File: config.mk
export PLATFORM = sky130hd
export DESIGN_NAME = ro_mem_read_arbiter
export DESIGN_NICKNAME = d
export VERILOG_FILES = /design/src/rtl/ro_mem_read_arbiter.sv
export SDC_FILE = /design/constraint.sdc
export NUM_CORES = 1
export LEC_CHECK = 0
export ABC_AREA = 0
export BUFFER_PORTS_ARGS = -buffer_cell sky130_fd_sc_hd__buf_2
export CAP_MARGIN = 30
export CORE_AREA = 2 2 477 479
export CTS_BUF_LIST = sky130_fd_sc_hd__clkbuf_4 sky130_fd_sc_hd__clkbuf_8 sky130_fd_sc_hd__clkbuf_16
export DETAILED_ROUTE_END_ITERATION = 12
export DIE_AREA = 0 0 479 481
export HOLD_SLACK_MARGIN = 0.06
export PLACE_DENSITY = 0.3
export SETUP_SLACK_MARGIN = 0.3
export SLEW_MARGIN = 10
export SYNTH_ARGS = -nofsm -noshare
export SYNTH_HDL_FRONTEND = slang
export SYNTH_SLANG_ARGS = --single-unit
File: constraint.sdc
create_clock -name clk -period 5.4 [get_ports clk]
set_clock_uncertainty 0.15 [all_clocks]
set_input_delay 0 -clock clk [delete_from_list [all_inputs] [get_ports clk]]
set_output_delay 0 -clock clk [all_outputs]
set_load 0.05 [all_outputs]
File: src/rtl/ro_mem_read_arbiter.sv
// Round-robin AR arbiter with per-port read credits and a one-entry
// registered request slot; R beats return by the stage field of rid.
module ro_mem_read_arbiter #(
    parameter int N_PORTS         = 2,
    parameter int ID_WIDTH        = 16,
    parameter int MAX_OUTSTANDING = 32
) (
    input  logic                          clk,
    input  logic                          rstn,
    input  logic [N_PORTS-1:0]            s_arvalid,
    output logic [N_PORTS-1:0]            s_arready,
    input  logic [N_PORTS*32-1:0]         s_araddr,
    input  logic [N_PORTS*ID_WIDTH-1:0]   s_arid,
    output logic                          m_arvalid,
    input  logic                          m_arready,
    output logic [31:0]                   m_araddr,
    output logic [ID_WIDTH-1:0]           m_arid,
    input  logic                          m_rvalid,
    output logic                          m_rready,
    input  logic [ID_WIDTH-1:0]           m_rid,
    input  logic [511:0]                  m_rdata,
    output logic [N_PORTS-1:0]            s_rvalid,
    input  logic [N_PORTS-1:0]            s_rready,
    output logic [ID_WIDTH-1:0]           s_rid,
    output logic [511:0]                  s_rdata,
    output logic                          idle,
    output logic [1:0]                    err
);
    localparam int CW = $clog2(MAX_OUTSTANDING + 1);
    localparam int PW = (N_PORTS > 1) ? $clog2(N_PORTS) : 1;
    localparam int SW = ID_WIDTH - 8;

    logic                r_arvalid;
    logic [31:0]         r_araddr;
    logic [ID_WIDTH-1:0] r_arid;
    logic [PW-1:0]       r_rr_ptr;
    logic [CW-1:0]       r_cnt [N_PORTS];
    logic [1:0]          r_err;

    logic [N_PORTS-1:0]  w_elig;
    logic [N_PORTS-1:0]  w_gnt;
    logic [N_PORTS-1:0]  w_rsel;
    logic [N_PORTS-1:0]  w_rhs;
    logic [PW-1:0]       w_gnt_idx;
    logic [PW-1:0]       w_rr_nxt;
    logic                w_gnt_vld;
    logic                w_slot_free;
    logic                w_take;
    logic                w_cnt_nz;
    logic                w_bad_arid;
    logic                w_rport_ok;
    logic [SW-1:0]       w_rport;
    logic [31:0]         w_win_addr;
    logic [ID_WIDTH-1:0] w_win_id;

    assign w_slot_free = !r_arvalid || m_arready;

    // Scan starts at the round-robin pointer and wraps once around all ports.
    always_comb begin
        int j;
        j         = 0;
        w_gnt     = '0;
        w_gnt_idx = '0;
        w_gnt_vld = 1'b0;
        w_cnt_nz  = 1'b0;
        for (int k = 0; k < N_PORTS; k++) begin
            w_elig[k] = s_arvalid[k] && (r_cnt[k] < CW'(MAX_OUTSTANDING));
            w_cnt_nz  = w_cnt_nz || (r_cnt[k] != '0);
        end
        for (int i = 0; i < N_PORTS; i++) begin
            j = int'(r_rr_ptr) + i;
            if (j >= N_PORTS) j = j - N_PORTS;
            if (!w_gnt_vld && w_elig[j]) begin
                w_gnt_vld = 1'b1;
                w_gnt_idx = PW'(j);
            end
        end
        if (w_slot_free && w_gnt_vld) w_gnt[w_gnt_idx] = 1'b1;
    end

    assign w_take     = w_slot_free && w_gnt_vld;
    assign s_arready  = w_gnt;
    assign w_win_addr = s_araddr[w_gnt_idx*32 +: 32];
    assign w_win_id   = s_arid[w_gnt_idx*ID_WIDTH +: ID_WIDTH];
    assign w_bad_arid = w_win_id[ID_WIDTH-1:8] != SW'(w_gnt_idx);
    assign w_rr_nxt   = (w_gnt_idx == PW'(N_PORTS - 1)) ? '0 : w_gnt_idx + 1'b1;

    assign w_rport    = m_rid[ID_WIDTH-1:8];
    assign w_rport_ok = w_rport < SW'(N_PORTS);

    always_comb begin
        s_rvalid = '0;
        w_rsel   = '0;
        for (int k = 0; k < N_PORTS; k++) begin
            if (w_rport == SW'(k)) begin
                s_rvalid[k] = m_rvalid;
                w_rsel[k]   = 1'b1;
            end
        end
        m_rready = w_rport_ok ? |(s_rready & w_rsel) : 1'b1;
        w_rhs    = w_rsel & {N_PORTS{m_rvalid && m_rready}};
    end

    always_ff @(posedge clk) begin
        if (!rstn) begin
            r_arvalid <= 1'b0;
            r_araddr  <= '0;
            r_arid    <= '0;
            r_rr_ptr  <= '0;
            r_err     <= '0;
            for (int k = 0; k < N_PORTS; k++) r_cnt[k] <= '0;
        end else begin
            if (w_take) begin
                r_arvalid <= 1'b1;
                r_araddr  <= w_win_addr;
                r_arid    <= w_win_id;
                r_rr_ptr  <= w_rr_nxt;
            end else if (r_arvalid && m_arready) begin
                r_arvalid <= 1'b0;
            end
            if (w_take && w_bad_arid) r_err[0] <= 1'b1;
            if (m_rvalid && !w_rport_ok) r_err[1] <= 1'b1;
            // Decrement saturates so beats in flight across a reset are harmless.
            for (int k = 0; k < N_PORTS; k++) begin
                if (w_gnt[k] && !w_rhs[k])
                    r_cnt[k] <= r_cnt[k] + 1'b1;
                else if (!w_gnt[k] && w_rhs[k] && r_cnt[k] != '0)
                    r_cnt[k] <= r_cnt[k] - 1'b1;
            end
        end
    end

    always @(posedge clk) begin
        for (int k = 0; k < N_PORTS; k++)
            if (rstn && w_rhs[k]) assert (r_cnt[k] != '0);
    end

    assign m_arvalid = r_arvalid;
    assign m_araddr  = r_araddr;
    assign m_arid    = r_arid;
    assign s_rid     = m_rid;
    assign s_rdata   = m_rdata;
    assign idle      = !r_arvalid && !w_cnt_nz;
    assign err       = r_err;

endmodule

==> results of run 1 <==
==> metrics by stage <==
step	instance area (um^2)	power [W]	hold WS, ns	setup WS (ns)
6_report	14800	0.00329	0.162	2.05
3_5_place_dp	8050	0.00125	-0.150	2.46
2_1_floorplan	7340	0.00205	-0.00944	2.70
3_3_place_gp	8050	0.00125	-0.150	2.42
5_1_grt	14800	0.00345	0.171	1.83
4_1_cts	14700	0.00341	0.135	1.98
==> cell type report <==
cell class                 count  area (um^2)  share of cell area (%)
timing repair buffer         815         7280                    49.1
sequential                    64         1400                    9.44
clock buffer                  14          310                    2.09
multi-input combinational    254         1870                    12.6
tap                         3009         3760                    25.4
antenna                       56          140                   0.944
clock inverter                 2         16.3                   0.110
inverter                      14         53.8                   0.363
==> cells in the mapped netlist (4+ instances only) <==
master	n	area, um^2
o21ai_0	8	40.0
ha_1	7	87.6
nor2_1	61	229
buf_4	528	3960
nand3_1	5	25.0
inv_1	14	52.6
a211oi_1	48	360
nor4_1	5	31.3
clkbuf_1	16	60.1
nand2_1	6	22.5
dfxtp_1	52	1040
o2111ai_1	4	35.0
buf_2	5	25.0
edfxtp_1	12	360
mux2i_1	48	480
a21oi_1	12	60.1
==> sequential cells by signal (all words and copies together), names as in the netlist <==
name / count
err: 2
r_cnt: 12
m_arvalid: 1
r_rr_ptr: 1
m_arid: 16
m_araddr: 32
==> cell families after synthesis <==
logic type,Yosys count,share of synthesized area (%)
XOR/XNOR,5,0.784
AND/OR/NAND/NOR,106,7.53
flip-flops,64,19.1
buffers and inverters,565,56.0
multiplexers,49,6.73
AO/OA/AOI/OAI,86,8.42
adder cells (fa/ha/maj),8,1.47
==> power breakdown <==
group          switching (W)  internal [W]
Clock               0.000341      0.000399
Sequential         0.0000389      0.000555
Combinational        0.00145      0.000513
Total                0.00183       0.00147
==> layout by cell type (no fill, tap or decap), types with 2 or more instances in the layout <==
cell type	netlist	final
dlygate4sd3_1	0	632
buf_2	5	176
nor2_1	61	60
diode_2	0	56
dfxtp_1	52	52
mux2i_1	48	48
a211oi_1	48	48
inv_1	14	13
a21oi_1	12	12
edfxtp_1	12	12
clkbuf_16	0	11
o21ai_0	8	8
ha_1	7	7
nand2_1	6	6
nand3_1	5	5
buf_4	528	5
o2111ai_1	4	4
nand2b_1	3	3
or2_2	3	3
nor4_1	5	3
and3_1	3	3
xor2_1	3	3
nor3_4	2	2
nor2b_1	2	2
and4_4	2	2
a311oi_1	2	2
o21a_1	3	2
a22oi_1	2	2
nor4_2	0	2
nor3_1	3	2
clkbuf_8	0	2
buf_12	0	2
==> path summary, 6_finish.rpt <==
kind / endpoint / slack, ns / cells after the start / from
worst max register to register: err[0]$_SDFFE_PN0P_ / 2.05 / 8 / r_cnt[1][5]$_DFFE_PP_
worst min-delay path: s_rid[12] / 0.16 / 2 / m_rid[12]
worst min register to register: m_arid[14]$_SDFFE_PN0N_ / 0.35 / 2 / m_arid[14]$_SDFFE_PN0N_
worst max-delay path: err[0]$_SDFFE_PN0P_ / 2.05 / 8 / r_cnt[1][5]$_DFFE_PP_
==> routing by layer <==
layer  global-route usage (%)  part of all wire, %
met5                        0                 0.57
met4                     2.98                  3.9
met3                     6.15                   17
met2                     15.2                   46
met1                     9.36                   32
==> impl_metrics.yaml, run 1 <==
run_status:
  status: "finished clean"
place:
  gp_congestion: 0.781
  hpwl_um: 103000
  io_buffers: 176
  dp_cells: 3524
clocking:
  cts-buffers-inserted: 9
  cts_tree: "built"
  cts_max_level: 3
  clock_latency_ns: 0.42
  cts_root_buf: "clkbuf_16"
  cts_buffer_depth: 2
  hold_buffers: 632
  cts.repair.resized: 0
  post-cts-setup-buffer-count: 0
  clkTransAtPathRegs_ns: 0.08
  clock-sinks: 64
layout:
  finalNetCount: 1798
  instances_no_fill: 4228
  layout-drive-gt1-share_pct: 18.9
  final_util_pct: 6.57
  area_delta_synth_final_pct: 102
  fillers: 26400
worst_setup_path:
  critPathKind: "reg2reg"
  path_buf_inv: 3
  cp_cell_sequence: "nor2b_1, o21a_4, buf_12, nand3_1, dlygate4sd3_1, a31oi_1, dlygate4sd3_1, nor2_1"
  slowest_stage: "dlygate4sd3_1"
  crit_fanout: 39
  crit_path_frequent_cell: "dlygate4sd3_1"
  required_ns: 5.51
  worst_setup_path_end_kind: "flip-flop"
  cp-start-kind: "flip-flop"
  path_delay_family: "buffers and inverters"
  critical_path_arrival_ns: 3.46
  max_stage_delay_ns: 0.58
floorplanning:
  initial_core_util_pct: 3.25
  die_h_um: 481
  die_w_um: 479
  design.core.area_mm2: 0.226
  fp.dieArea_mm2: 0.230
  rows: 175
  io_pins: 1217
global_routing:
  grt_pass1_wl_um: 126000
  grt_usage_pct: 9.23
  grt-ovfl-total: 0
  grt_max_degree: 99
  grt_pass1_vias: 7344
  antenna_found_initial: 243
synth:
  ys_warn_count: 0
  synth_area_per_cell_um2: 8.31
  syn_area_mm2: 0.00734
  synth.distinct_cells: 50
  ys_seq_area_share_pct: 19.1
  synth_nets: 1523
  syn-instance-count: 883
  synth_edf_count: 12
  async_flop_share_pct: 0
  ys.flop_type: "dfxtp_1"
  synth-seq-cells: 64
routing:
  routed_via_density: 2.00
  firstDrtPassIters: 4
  vias: 8442
  routed_wl_um: 112000
  route.detailed.drc: 0
  wire_per_inst_um: 26.6
  drt_iter0_markers: 435
  ant_nets: 0
run:
  cap_viol_max_count: 0
timing:
  fin_crit_sh_pct: 62.0
  drv_slew: 0
  relSlewSlack_pct: 34.9
  max_clock_freq_mhz: 299
  setup_viol_count_final: 0
  tightest_slew_ns: 0.977
  hold_violations: 0
  grt_setup_unrepaired: "no"
  tns_ns: 0
  period_needed_ns: 3.35
power_and_ir_drop:
  leakage_nw: 4.83
  p_per_area_mw_per_mm2: 222
  max-vdd-ir-drop_mv: 0.134
worst_hold_path:
  hold_class: "in2out"
Note: power is estimated with default switching activity, not from simulation.
==> inputs of run 2 (changes only) <==
CORE_AREA = 2 2 478 480   (was 2 2 477 479)
DIE_AREA = 0 0 480 482   (was 0 0 479 481)
clock period = 3.25 ns   (was 5.4 ns; I/O delays follow)
==> run 2 against run 1 <==
Against the previous run:
- first-iteration DRC count up 9.4%
- global-route usage about the same
- hold slack better by 0.0023 ns
- power up 70%
- flip-flop and latch count unchanged
- routed wire length up 1.0%
- utilization about the same
- via count down 1.9%
==> impl_metrics.yaml, run 2 (synthesis gave the netlist of run 1 again) <==
power_and_ir_drop:
  switching_share_pct: 55.7
  p_comb_share_pct: 59.7
  max-vdd-ir-drop_mv: 0.263
  p_per_area_mw_per_mm2: 375
  switchingPower_w: 0.00311
  internal-power_w: 0.00247
  leakage_nw: 4.88
  seqPwrFrac_pct: 17.8
  clock_power_share_pct: 22.5
worst_hold_path:
  hold-path-cell-count: 2
  hold_class: "in2out"
routing:
  firstDrtPassIters: 5
  vias: 8280
  routed_wl_um: 114000
  drt_iter0_markers: 476
  ant_nets: 0
  wire_per_inst_um: 26.9
  route.detailed.drc: 0
  routed_via_density: 1.96
place:
  hpwl_um: 104000
  gp_congestion: 0.745
  pre_cts_slack_ns: 0.364
  dp_cells: 3529
  io_buffers: 176
worst_setup_path:
  critical_path_arrival_ns: 2.97
  cp-start-kind: "flip-flop"
  worstRegToRegCells: 9
  required_ns: 3.38
  critPathKind: "reg2reg"
  worst_setup_path_end_kind: "flip-flop"
  crit_fanout: 6
clocking:
  clock-sinks: 64
  cts_max_level: 3
  cts_root_buf: "clkbuf_16"
  cts_tree: "built"
  cts_buffer_depth: 2
  clock_latency_ns: 0.41
  cts-buffers-inserted: 9
  clkTransAtPathRegs_ns: 0.08
layout:
  instances_no_fill: 4224
  fillers: 26600
  layout-drive-gt1-share_pct: 20.4
  final_common_cell: "dlygate4sd3_1"
  largest_reg_flops: 32
  final_util_pct: 6.58
  finalNetCount: 1807
  area_delta_synth_final_pct: 103
  mostFrequentLayoutCells: "dlygate4sd3_1, buf_2, nor2_1"
floorplanning:
  die_h_um: 482
  rows: 175
  io_pins: 1217
  initial_core_util_pct: 3.24
  fp.dieArea_mm2: 0.231
  design.core.area_mm2: 0.226
  die_w_um: 480
run_status:
  status: "finished clean"
timing:
  tns_ns: 0
  worst_slack_ns: 0.407
  grt_setup_unrepaired: "yes"
  hold_violations: 0
  fin_crit_sh_pct: 87.5
  drv_slew: 0
  tightest_slew_ns: 0.873
  max_clock_freq_mhz: 352
  period_needed_ns: 2.84
  whs_ns: 0.164
  setup_viol_count_final: 0
  relSlewSlack_pct: 41.6
run:
  cap_viol_max_count: 0
global_routing:
  grt_usage_pct: 9.24
  grt_pass1_wl_um: 127000
  grt_max_degree: 88
  grt_pass1_vias: 7518
  grt-ovfl-total: 0
  antenna_found_initial: 237
==> run 2: cell types whose count changed in the layout (fill, tap and decap cells not counted), sizes merged <==
cell	delta
dlygate4sd3	-8
bufinv	+1
clkinv	-1
diode	-13
clkbuf	+1
buf	+16
==> run 2: power by group through the flow <==
stage	clock network (W)	registers, W	logic (W)
global placement	0	0.00100	0.00115
detailed placement	0	0.00101	0.00115
floorplan	0	0.00129	0.00211
CTS	0.00138	0.000991	0.00337
finish	0.00126	0.000993	0.00334
global route	0.00136	0.00101	0.00349
==> run 2: critical path, stage by stage, from the launching register on <==
cell and delay [ns]:
edfxtp_1 0.45, or4_4 0.54, or2_2 0.30, and4_4 0.24, ha_1 0.29, a21oi_2 0.17, o21ai_0 0.10, a21oi_1 0.16
xnor3_1 0.24, nor2_2 0.08
==> run 2: cell type report <==
class,count,area [um^2],area share (%)
repair buffers,824,7360,49.4
well taps,3009,3760,25.3
multi-input cells,254,1880,12.6
flip-flops and latches,64,1400,9.41
clock buffers,14,282,1.89
diodes,43,108,0.723
inverters,14,53.8,0.361
clock inverters,2,37.5,0.252
==> run 2: routing by layer <==
metal | vias up | wire length (um) | track usage (%)
met5 | - | 439 | 0
met4 | 62 | 3290 | 2.69
met3 | 304 | 18400 | 5.67
met2 | 1253 | 53300 | 15.5
met1 | 3655 | 38100 | 9.59
li1 | 3006 | - | -
==> run 2: worst paths after layout <==
kind                        startpoint                   endpoint  slack (ns)
min reg2reg  m_araddr[19]$_SDFFE_PN0N_  m_araddr[19]$_SDFFE_PN0N_        0.35
min                          m_rid[14]                  s_rid[14]        0.16
max          r_cnt[0][0]$_SDFFCE_PN0P_  r_cnt[0][5]$_SDFFCE_PN0P_        0.41
max reg2reg  r_cnt[0][0]$_SDFFCE_PN0P_  r_cnt[0][5]$_SDFFCE_PN0P_        0.41
==> run 2: what timing repair did <==
| action | in CTS | in global routing |
|---|---|---|
| setup endpoints to repair | 0 | 7 |
| setup buffers | 0 | 12 |
| hold endpoints to repair | 583 | 0 |
| gates resized for setup | 0 | 4 |
| hold buffers | 624 | 0 |
==> run 2: through the flow <==
stage	power, W	instance area [um^2]
after floorplan	0.00340	7340
after global placement	0.00216	8100
after detailed placement	0.00216	8100
after CTS	0.00574	14700
after global routing	0.00586	14800
final	0.00559	14900
==> inputs of run 3 (changes only) <==
CELL_PAD_IN_SITES_DETAIL_PLACEMENT = 0   (was not set)
CELL_PAD_IN_SITES_GLOBAL_PLACEMENT = 1   (was not set)
CORE_AREA = 2 2 479 481   (was 2 2 478 480)
DIE_AREA = 0 0 481 483   (was 0 0 480 482)
PLACE_DENSITY = 0.32   (was 0.3)
==> run 3 against run 2 <==
Against the previous run:
- utilization is essentially flat
- non-clock buffer count down 5
- register-to-register slack worse by 0.03 ns
- via count shrank 0.93%
- die area grew 0.42%
- global-route usage is 0.37 points lower
- design area decreased by 0.34%
- routed wire length decreased by 3.9%
- hold slack better by 0.0090 ns
- flip-flop and latch count stayed put
- clock-buffer cell count shrank 2
- first-iteration DRC count increased by 11%
- critical endpoint unchanged
- largest power group unchanged
==> impl_metrics.yaml, run 3 (synthesis gave the netlist of run 1 again) <==
run_status:
  status: "finished clean"
floorplanning:
  die_w_um: 481
  die_h_um: 483
  io_pins: 1217
  design.core.area_mm2: 0.227
  rows: 175
  initial_core_util_pct: 3.24
  fp.dieArea_mm2: 0.232
run:
  cap_viol_max_count: 0
clocking:
  clock-sinks: 64
  cts_buffer_depth: 2
  clkTransAtPathRegs_ns: 0.07
  cts_tree: "built"
  clock_latency_ns: 0.41
  cts_max_level: 3
  cts_root_buf: "clkbuf_16"
  cts-buffers-inserted: 9
timing:
  drv_slew: 0
  hold_violations: 0
  tightest_slew_ns: 0.931
  relSlewSlack_pct: 37.9
  fin_crit_sh_pct: 88.4
  tns_ns: 0
  setup_viol_count_final: 0
  period_needed_ns: 2.87
  grt_setup_unrepaired: "yes"
  max_clock_freq_mhz: 348
worst_hold_path:
  hold_class: "in2out"
routing:
  routed_wl_um: 109000
  routed_via_density: 1.94
  wire_per_inst_um: 25.8
  route.detailed.drc: 0
  drt_iter0_markers: 527
  ant_nets: 0
  vias: 8203
  firstDrtPassIters: 5
layout:
  fillers: 26700
  final_util_pct: 6.54
  final_common_cell: "dlygate4sd3_1"
  layout-drive-gt1-share_pct: 19.8
  largest_reg_flops: 32
  finalNetCount: 1802
  mostFrequentLayoutCells: "dlygate4sd3_1, buf_2, nor2_1"
  area_delta_synth_final_pct: 102
global_routing:
  grt_max_degree: 88
  grt_pass1_wl_um: 124000
  grt_usage_pct: 8.88
  grt-ovfl-total: 0
  antenna_found_initial: 226
  grt_pass1_vias: 7348
place:
  hpwl_um: 99500
  io_buffers: 176
  gp_congestion: 0.791
power_and_ir_drop:
  leakage_nw: 4.83
  switchingPower_w: 0.00304
  seqPwrFrac_pct: 18.4
  finalPower_w: 0.00538
  internal-power_w: 0.00234
  p_comb_share_pct: 61.3
  p_per_area_mw_per_mm2: 363
  switching_share_pct: 56.6
  max-vdd-ir-drop_mv: 0.253
  clock_power_share_pct: 20.3
worst_setup_path:
  worst_setup_path_end_kind: "flip-flop"
  required_ns: 3.25
  crit_fanout: 6
  critical_path_arrival_ns: 2.88
  critPathKind: "reg2reg"
  cp-start-kind: "flip-flop"
==> run 3: metal layers <==
| layer | vias up | share of wire (%) | global-route usage, % |
|---|---|---|---|
| met5 | - | 0.60 | 0 |
| met4 | 70 | 2.8 | 2.00 |
| met3 | 282 | 18 | 5.62 |
| met2 | 1245 | 45 | 14.6 |
| met1 | 3595 | 34 | 9.53 |
| li1 | 3011 | - | - |
==> run 3: path summary, 6_finish.rpt <==
| path | from | to | slack, ns | cells after the start |
|---|---|---|---|---|
| hold reg to reg | m_araddr[15]$_SDFFE_PN0N_ | m_araddr[15]$_SDFFE_PN0N_ | 0.35 | 2 |
| setup / recovery | r_cnt[0][0]$_SDFFCE_PN0P_ | r_cnt[0][5]$_SDFFCE_PN0P_ | 0.38 | 9 |
| setup reg to reg | r_cnt[0][0]$_SDFFCE_PN0P_ | r_cnt[0][5]$_SDFFCE_PN0P_ | 0.38 | 9 |
| hold / removal | m_rid[12] | s_rid[12] | 0.17 | 2 |
==> run 3: final cells by class <==
class	instances	area, um^2	area share [%]
multi-input cells	254	1880	12.7
well taps	3009	3760	25.4
inverters	14	53.8	0.363
diodes	54	135	0.911
repair buffers	819	7330	49.4
flip-flops and latches	64	1400	9.44
clock inverters	4	22.5	0.152
clock buffers	12	248	1.67
==> run 3: timing repair <==
item                       4_1_cts  5_1_grt
hold buffers                   625        0
setup buffers                    0        4
resized for setup                1        4
hold endpoints to repair       584        0
pin swaps                        0        2
setup endpoints to repair        1        6
==> run 3: power groups by stage <==
| stage | registers [W] | logic, W | clock network (W) |
|---|---|---|---|
| finish | 0.000991 | 0.00330 | 0.00109 |
| global route | 0.00101 | 0.00343 | 0.00120 |
| CTS | 0.000990 | 0.00333 | 0.00120 |
| detailed placement | 0.00101 | 0.00111 | 0 |
| global placement | 0.00100 | 0.00111 | 0 |
| floorplan | 0.00129 | 0.00211 | 0 |
==> run 3: per-stage QoR <==
stage / setup WS (ns) / cell area (um^2) / cells / hold slack (ns)
6_report: 0.376 / 14800 / 4230 / 0.173
5_1_grt: 0.283 / 14700 / 4191 / 0.175
4_1_cts: 0.321 / 14600 / 4172 / 0.135
3_5_place_dp: 0.302 / 8100 / 3531 / -0.150
3_3_place_gp: 0.248 / 8100 / 3531 / -0.150
2_1_floorplan: 0.547 / 7340 / 883 / -0.00944
==> run 3: critical path: stages (launching register included) <==
cell and delay [ns]:
edfxtp_1 0.45, or4_4 0.55, or2_2 0.31, and4_4 0.25
ha_1 0.30, a21oi_2 0.16, o21ai_1 0.10, a21oi_1 0.17
xnor3_1 0.17, nor2_2 0.03
